==> config.mk <==
export PLATFORM = sky130hd
export DESIGN_NAME = gray_counter_ctrl
export DESIGN_NICKNAME = d
export VERILOG_FILES = /design/src/rtl/gray_counter_ctrl.sv
export SDC_FILE = /design/constraint.sdc
export NUM_CORES = 1
export LEC_CHECK = 0
export BUFFER_PORTS_ARGS = -buffer_cell sky130_fd_sc_hd__clkbuf_2
export CORE_UTILIZATION = 58
export CTS_BUF_LIST = sky130_fd_sc_hd__clkbuf_8
export CTS_CLUSTER_SIZE = 30
export DETAILED_ROUTE_END_ITERATION = 8
export GPL_ROUTABILITY_DRIVEN = 0
export HOLD_SLACK_MARGIN = 0.02
export PLACE_DENSITY_LB_ADDON = 0.1
export SLEW_MARGIN = 40
export SYNTH_ARGS = -nofsm -noshare
export SYNTH_HDL_FRONTEND = slang
export SYNTH_SLANG_ARGS = --single-unit
==> constraint.sdc <==
create_clock -name clk -period 2.2 [get_ports clk]
set_input_delay 0.44 -clock clk [delete_from_list [all_inputs] [get_ports clk]]
set_output_delay 0.44 -clock clk [all_outputs]
set_load 0.005 [all_outputs]
==> src/rtl/gray_counter_ctrl.sv <==
// gray_counter_ctrl: sequencing controller for the LED Gray counter.
// Turns button levels into a paced count-enable, a clear pulse and a direction bit.
//
// Ports:
//   clk, rst      - clock, asynchronous active-high reset
//   start         - rising edge starts (IDLE/DONE) or resumes (PAUSE)
//   stop          - rising edge pauses (RUN) or aborts (PAUSE/DONE)
//   step          - rising edge issues one step while paused
//   dir_in        - requested direction, latched on entry to RUN
//   single        - 1: stop after 2^N steps, 0: run continuously
//   cnt_en        - one-cycle count enable to the Gray counter
//   cnt_clr       - one-cycle clear to the Gray counter
//   cnt_up        - direction presented to the counter
//   busy, done    - status flags (RUN/PAUSE, DONE)
//   state         - IDLE=0, RUN=1, PAUSE=2, DONE=3
//   step_cnt      - steps issued since the last clear
module gray_counter_ctrl #(
    parameter int N        = 4,
    parameter int distance = 10
) (
    input  logic       clk,
    input  logic       rst,
    input  logic       start,
    input  logic       stop,
    input  logic       step,
    input  logic       dir_in,
    input  logic       single,
    output logic       cnt_en,
    output logic       cnt_clr,
    output logic       cnt_up,
    output logic       busy,
    output logic       done,
    output logic [1:0] state,
    output logic [N:0] step_cnt
);

    typedef enum logic [1:0] {
        IDLE  = 2'd0,
        RUN   = 2'd1,
        PAUSE = 2'd2,
        DONE  = 2'd3
    } state_t;

    localparam int            PW   = $clog2(distance);
    localparam logic [PW-1:0] LAST = PW'(distance - 1);
    localparam logic [N:0]    FULL = {1'b1, {N{1'b0}}};

    state_t        fsm;
    logic          start_q;
    logic          stop_q;
    logic          step_q;
    logic [PW-1:0] presc;

    logic          start_e;
    logic          stop_e;
    logic          step_e;
    logic          start_hit;
    logic          stop_hit;
    logic          step_hit;
    logic [PW-1:0] presc_nx;
    logic [N:0]    step_inc;
    logic [N:0]    step_nx;
    logic          finish;

    // Edge detect; stop beats start beats step.
    assign start_e   = start & ~start_q;
    assign stop_e    = stop & ~stop_q;
    assign step_e    = step & ~step_q;
    assign stop_hit  = stop_e;
    assign start_hit = start_e & ~stop_e;
    assign step_hit  = step_e & ~stop_e & ~start_e;

    // presc holds the number of RUN cycles completed in the current
    // period; the pulse cycle is the one in which it reads LAST.
    assign presc_nx = (presc == LAST) ? '0 : presc + PW'(1);

    // Continuous mode drops bit N so the count wraps 2^N-1 -> 0.
    assign step_inc = step_cnt + (N+1)'(1);
    assign step_nx  = single ? step_inc : {1'b0, step_inc[N-1:0]};
    assign finish   = single && (step_inc == FULL);

    assign state = fsm;

    always_ff @(posedge clk or posedge rst) begin
        if (rst) begin
            fsm      <= IDLE;
            start_q  <= 1'b1;
            stop_q   <= 1'b1;
            step_q   <= 1'b1;
            presc    <= '0;
            step_cnt <= '0;
            cnt_en   <= 1'b0;
            cnt_clr  <= 1'b0;
            cnt_up   <= 1'b0;
            busy     <= 1'b0;
            done     <= 1'b0;
        end else begin
            start_q <= start;
            stop_q  <= stop;
            step_q  <= step;
            cnt_en  <= 1'b0;
            cnt_clr <= 1'b0;
            case (fsm)
                IDLE, DONE: begin
                    if (start_hit) begin
                        fsm      <= RUN;
                        busy     <= 1'b1;
                        done     <= 1'b0;
                        cnt_clr  <= 1'b1;
                        cnt_up   <= dir_in;
                        step_cnt <= '0;
                        presc    <= '0;
                    end else if (stop_hit && fsm == DONE) begin
                        fsm  <= IDLE;
                        done <= 1'b0;
                    end
                end
                RUN: begin
                    // The cycle ending on a stop still counts as elapsed,
                    // so a wrap lost to stop fires on the first resumed cycle.
                    presc <= presc_nx;
                    if (stop_hit) begin
                        fsm <= PAUSE;
                    end else if (presc_nx == LAST) begin
                        cnt_en   <= 1'b1;
                        step_cnt <= step_nx;
                        if (finish) begin
                            fsm  <= DONE;
                            busy <= 1'b0;
                            done <= 1'b1;
                        end
                    end
                end
                PAUSE: begin
                    if (stop_hit) begin
                        fsm  <= IDLE;
                        busy <= 1'b0;
                    end else if (start_hit) begin
                        cnt_up <= dir_in;
                        if (presc == LAST) begin
                            cnt_en   <= 1'b1;
                            step_cnt <= step_nx;
                        end
                        if (presc == LAST && finish) begin
                            fsm  <= DONE;
                            busy <= 1'b0;
                            done <= 1'b1;
                        end else begin
                            fsm <= RUN;
                        end
                    end else if (step_hit) begin
                        cnt_en   <= 1'b1;
                        step_cnt <= step_nx;
                        if (finish) begin
                            fsm  <= DONE;
                            busy <= 1'b0;
                            done <= 1'b1;
                        end
                    end
                end
                default: fsm <= IDLE;
            endcase
        end
    end

endmodule

# After elaboration in Yosys (flattened, before gate mapping)
# Index checks and enable logic that the tools add are counted.
dict set report totals {
  ff_bits 19
  input_bits 7
  out_inout_bits 12
  elab_cells 107
}
dict set report op_classes {
  add_sub_neg 2
  eq_ne 17
  mux 53
  bitwise_logic 11
  reduce_logical 13
}
# operator count
set ops {}
lappend ops {{2-to-1 mux 5 bit} 8}
lappend ops {{2-to-1 mux 1 bit} 27}
lappend ops {{2-to-1 mux 2 bit} 9}
lappend ops {{!= test 3 bit (second input constant)} 5}
lappend ops {{one-hot mux 5 bit (3 select lines)} 1}
lappend ops {{AND reduction 6 bit} 2}
lappend ops {{equality test 4 bit (second input constant)} 2}
lappend ops {{2-to-1 mux 4 bit} 2}
lappend ops {{!= test 2 bit (second input constant)} 4}
lappend ops {{!= test 4 bit (second input constant)} 2}
lappend ops {{one-hot mux 4 bit (2 select lines)} 1}
lappend ops {{AND 1 bit} 6}
lappend ops {{one-hot mux 1 bit (3 select lines)} 2}
lappend ops {{one-hot mux 2 bit (3 select lines)} 1}
lappend ops {{adder 5 x 1 -> 5 bit (second input constant)} 1}
lappend ops {{equality test 5 bit (second input constant)} 1}
lappend ops {{NOT 1 bit} 5}
lappend ops {{AND reduction 5 bit} 1}
lappend ops {{adder 4 x 1 -> 4 bit (second input constant)} 1}
lappend ops {{equality test 2 bit (second input constant)} 2}
lappend ops {{one-hot mux 1 bit (2 select lines)} 2}
lappend ops {{AND reduction 2 bit} 2}
lappend ops {{nonzero test 2 bit} 2}
lappend ops {{logical AND 1 bit} 3}
lappend ops {{other kinds (4)} 4}

# Depth between registers and ports, before layout
dict set report logic_depth {
  depth_word 9
  mapped_depth 8
  mapped_depth_nobuf 7
}

# Least setup slack after synthesis
# No wires, ideal clock.
dict set report synth_path {
  path_kind {in2reg}
  from {input stop}
  to {register step_cnt[3]}
  setup_time_ns 0.126
  arrival_ns 1.715
  required_time_ns 2.074
  slack_ns 0.359
  path_stages 6
  n_path_buf 1
  path_cell_list {nor2b_1 -> buf_4 -> or4b_4 -> o2111ai_4 -> nor4_1 -> a221o_1}
}
dict set report synth_via {
  elab_chain_len 6
  elab_cells_between_ends 14
  classes_between {eq/ne (5); mux (3); bitwise (5); reduce/logical (1)}
}
# element line
set synth_rtl {}
lappend synth_rtl {{start, declared} 24} ;# input logic stop,
lappend synth_rtl {{AND 1 bit *} 67} ;# assign stop_e = stop & ~stop_q;
lappend synth_rtl {{NOT 1 bit} {70, 71}}
lappend synth_rtl {{AND 1 bit, on equally long branches} {71, 70}}
lappend synth_rtl {{AND 1 bit or 2-to-1 mux 5 bit (tied branches)} {71, 138}}
lappend synth_rtl {{!= test 3 bit (no line) or 2-to-1 mux 5 bit (tied branches)} --}
lappend synth_rtl {{AND reduction 6 bit (no line) or one-hot mux 5 bit (3 select lines) (tied branches)} --}
lappend synth_rtl {{end signal, assigned} 126} ;# step_cnt <= step_nx;
lappend synth_rtl {{end signal, assigned} 142} ;# step_cnt <= step_nx;
lappend synth_rtl {{end signal, assigned} 153} ;# step_cnt <= step_nx;
lappend synth_rtl {{end, declared} 34} ;# output logic [N:0] step_cnt
# Mark *: on every way between the ends. The rest lies on a longest branch, timed or not. The select of a mux whose other input is x is not followed.
# A chain may end at the register's enable or synchronous reset.

# Worst setup path after layout
dict set report layout_path {
  from {register fsm[0], in the netlist state[0]}
  to {register step_cnt[4]}
}
dict set report layout_via {
  elab_chain_len 4
  elab_cells_between_ends 13
  classes_between {eq/ne (9); mux (1); reduce/logical (3)}
}
# element line
set layout_rtl {}
lappend layout_rtl {{start, declared} 48} ;# state_t fsm;
lappend layout_rtl {{start signal, assigned} 86} ;# fsm <= IDLE;
lappend layout_rtl {{start signal, assigned} 106} ;# fsm <= RUN;
lappend layout_rtl {{start signal, assigned} 114} ;# fsm <= IDLE;
lappend layout_rtl {{equality test 2 bit or logical NOT 2 bit (tied branches)} 103} ;# case (fsm)
lappend layout_rtl {{OR reduction 2 bit} 103}
lappend layout_rtl {{!= test 2 bit (no line)} --}
lappend layout_rtl {{AND reduction 6 bit (no line)} --}
# Parallel ways exist; a longest one is shown, timed or not.

==> summary.txt <==
Outcome
  – Outcome: finished clean

Timing
  – Max Clk Rate: ~510 MHz
  – # setup viols final: 0
  – Clock skew after layout: about 0.0034 ns
  – Final Slew Violations: 0
  – Worst slew margin relative to its limit: 52.5%
  – Setup TNS Final: 0 ns
  – RSZ-0062 raised after global routing: false
  – Crit path time final: 1.96 ns
  – Least-Margin Pin Slew: 0.712 ns
  – Final Hold Fails: 0
  – Period utilization: 89.2%

Logic synthesis
  – Distinct cell type count after synthesis: 51
  – Synth Area in XOR/XNOR: 0%
  – Synth Area per Inst: 9.51 um^2
  – Simple-gate share of the synthesized area: approximately 22%
  – Synthesized instance count: 134
  – Synthesized area: 0.00127 mm^2
  – Synth Area in Adders: under 10%
  – Syn_nets: 146
  – Register area share after synthesis: 37.6%
  – Dominant synthesized flop cell: dfrtp_1
  – Post-synth EDFFs: 0
  – Yosys reg bits: 19
  – Synth Area in Compound Gates: a little over a quarter
  – Async SR Flop Fraction: 100%
  – Mux contribution to synthesized area: 1.67%
  – Main combinational cell family by area after synthesis: compound AO/OA/AOI/OAI gates
  – Synth warnings: 0

Clocking
  – Post-CTS Setup Inserts: 0
  – Num CTS Buffers: 3
  – CTS tree: yes
  – CTS resizes: 0
  – Clock transition at path regs: 0.07 ns
  – Root Buffer: clkbuf_8
  – Clock sinks: 19
  – Post-cts hold buffer count: 0
  – CTS H-Tree Depth: 1
  – Clk_lat worst skew: 0.26 ns
  – Clock buffer depth: 2

Worst setup path
  – Worst reg-to-reg setup slack: 0.24 ns
  – CP Max Fanout: 8
  – Data arrival time of the worst path: 2.13 ns
  – WS Path Type: reg -> reg
  – R2R Path End: step_cnt[4]
  – Crit path launch: state[0]
  – Crit end category: register
  – Critical R2R Launch: state[0]
  – Reg2reg path depth: 6
  – Worst Setup EP: step_cnt[4]
  – Largest stage delay, worst path: 0.42 ns
  – Cells along the critical path: inv_1 -> ha_1 -> o21ai_2 -> o2111ai_4 -> or2_4 -> o31ai_2
  – CP max stage cell: dfrtp_1
  – Worst setup SP type: register
  – WP data required: approximately 2.4 ns

GRT
  – Grt met2 use: 44.0%
  – Largest net degree at the start of global routing: 20
  – Busiest grt layer: met2
  – Vias in the first global route: 1076
  – Initial antenna violation count: 0
  – M1 GR Usage: roughly 28%
  – Total GRT Usage: approximately 25%
  – First-pass GRT wire length: roughly 4.6 mm
  – Met3 Use GR: 4.36%
  – Gr ovfl total: 0

Die
  – Die H: between 40 and 50 um
  – IO Pins: 19
  – Num rows: 16
  – Die Wd: 48.9 um
  – Die ar.: 0.00239 mm^2
  – Core area: 0.00202 mm^2
  – Initial core utilization: 63.1%

Route
  – WL/cell: 15.1 um
  – Routed Antenna Nets: 0
  – Initial DRC count: between 40 and 50
  – DRC viols: 0
  – DR vias: 1134
  – Vias per cell: 6.20
  – Post-Route WL: roughly 2.8 mm
  – TritonRoute pass-1 iters: 4

Worst hold path
  – Hold WC Path Type: in -> async

Power and ir drop
  – Cell area power density: 918 mW/mm^2
  – Clock share of power: 18.4%
  – Peak VDD IR: about 0.75 mV
  – Net Sw Frac: 40.3%
  – Combinational share of power: 46.8%
  – Sw Pwr: 533 uW
  – Flop pwr share: a little over a third
  – Int Pwr: 790 uW
  – Static Leakage: about 0.63 nW

Place
  – Dpl hpwl: around 2.1 mm
  – I/O Buffers: 18
  – Placed insts: 179

Cells and area
  – Multi-input logic area: 707 um^2
  – # diodes: 0
  – Count of non-filler cells in the finished layout: 183
  – Number of nets in the layout: 169
  – Ratio of cells with drive above 1 in the final layout: 26.9%
  – FF/Latch Area: 479 um^2
  – Layout fillers: 161
  – Area delta synth->final: 13.1%

Job
  – MaxCap Viol Count: 0
-- power groups by stage --
stage	Sequential, mW	Combinational [mW]	Clock [mW]
after floorplan	0.474	0.457	0
after CTS	0.460	0.617	0.251
after global routing	0.468	0.685	0.262
after global placement	0.461	0.605	0
final	0.460	0.620	0.244
after detailed placement	0.467	0.616	0
-- critical path: cells and delay by family (launching register included) --
family | cells | cell delay (ns)
buf+inv | 1 | 0.07
fa+ha+maj | 1 | 0.40
flops | 1 | 0.42
simple gates | 1 | 0.30
compound gates | 3 | 0.68
-- per-layer routing --
| metal | up-vias | routed length [um] | share of wire [%] |
|---|---|---|---|
| li1 | 542 | - | - |
| met1 | 539 | 1210 | 44 |
| met2 | 46 | 1370 | 49 |
| met3 | 7 | 128 | 4.6 |
| met4 | 0 | 63 | 2.3 |
| met5 | - | 0 | 0 |
-- sequential cells by signal (all words and copies together), names as in the netlist --
name,count
cnt_up,1
done,1
stop_q,1
presc,4
state,2
step_q,1
cnt_clr,1
start_q,1
busy,1
step_cnt,5
cnt_en,1
-- stage by stage --
step	cell area (um^2)	power [mW]	worst slack [ns]	hold WS, ns	utilization, %
finish	1440	1.32	0.237	0.265	71.3
global route	1440	1.42	0.0831	0.264	71.3
CTS	1440	1.33	0.235	0.265	71.3
detailed placement	1400	1.08	0.0762	0.498	69.1
global placement	1400	1.07	0.210	0.488	69.1
floorplan	1270	0.931	0.359	0.389	-
-- cells in the final DEF (no fill, tap or decap), drive strengths merged, types with 2 or more instances in the layout --
cell,netlist,final
nor3b,2,2
nor2b,4,4
dfstp,3,3
nor2,6,6
inv,9,10
nand3b,2,2
nand2b,5,5
a22o,3,3
and3,3,3
o32a,2,2
a221oi,2,2
clkbuf,1,21
o21ai,13,13
a21oi,6,6
nand3,6,6
dfrtp,16,16
nand2,9,9
buf,6,7
a211oi,2,2
ha,5,5
nor3,5,5
-- kinds of logic (layout without fill, tap and decap cells) --
logic type,Yosys count,count (layout)
AO/OA/AOI/OAI,43,43
AND/OR/NAND/NOR,49,49
flip-flops,19,19
buffers and inverters,16,38
multiplexers,2,2
adder cells (fa/ha/maj),5,5
-- how the worst min path moves through the flow --
stage          slack, ns  startpoint  cells after the start      to
6_report            0.26         rst                      2  cnt_en
2_1_floorplan       0.39         rst                      1    busy
4_1_cts             0.27        step                      1  step_q
3_3_place_gp        0.49        done                      1    done
3_5_place_dp        0.50        busy                      2    busy
5_1_grt             0.26        step                      1  step_q
-- synth_stat cells, types with 3 or more instances --
cell type	number	area share [%]
dfrtp_1	16	31
inv_1	9	2.6
nand2_1	9	2.6
o21ai_0	9	3.5
a21oi_1	6	2.4
nand3_1	6	2.4
nor2_1	6	1.8
ha_1	5	4.9
nand2b_1	5	2.5
nor3_1	5	2.0
nor2b_1	4	2.0
and3_1	3	1.5
buf_6	3	2.6
dfstp_2	3	6.2
-- layout make-up --
| cell class | count | share of cell area [%] |
|---|---|---|
| Clock inverter | 1 | 0.260 |
| Sequential cell | 19 | 33.2 |
| Tap cell | 27 | 2.34 |
| Timing Repair Buffer | 25 | 9.90 |
| Inverter | 9 | 2.34 |
| Multi-Input combinational cell | 99 | 49.0 |
| Clock buffer | 3 | 2.86 |
No activity file was read; power rests on OpenSTA's default activity.
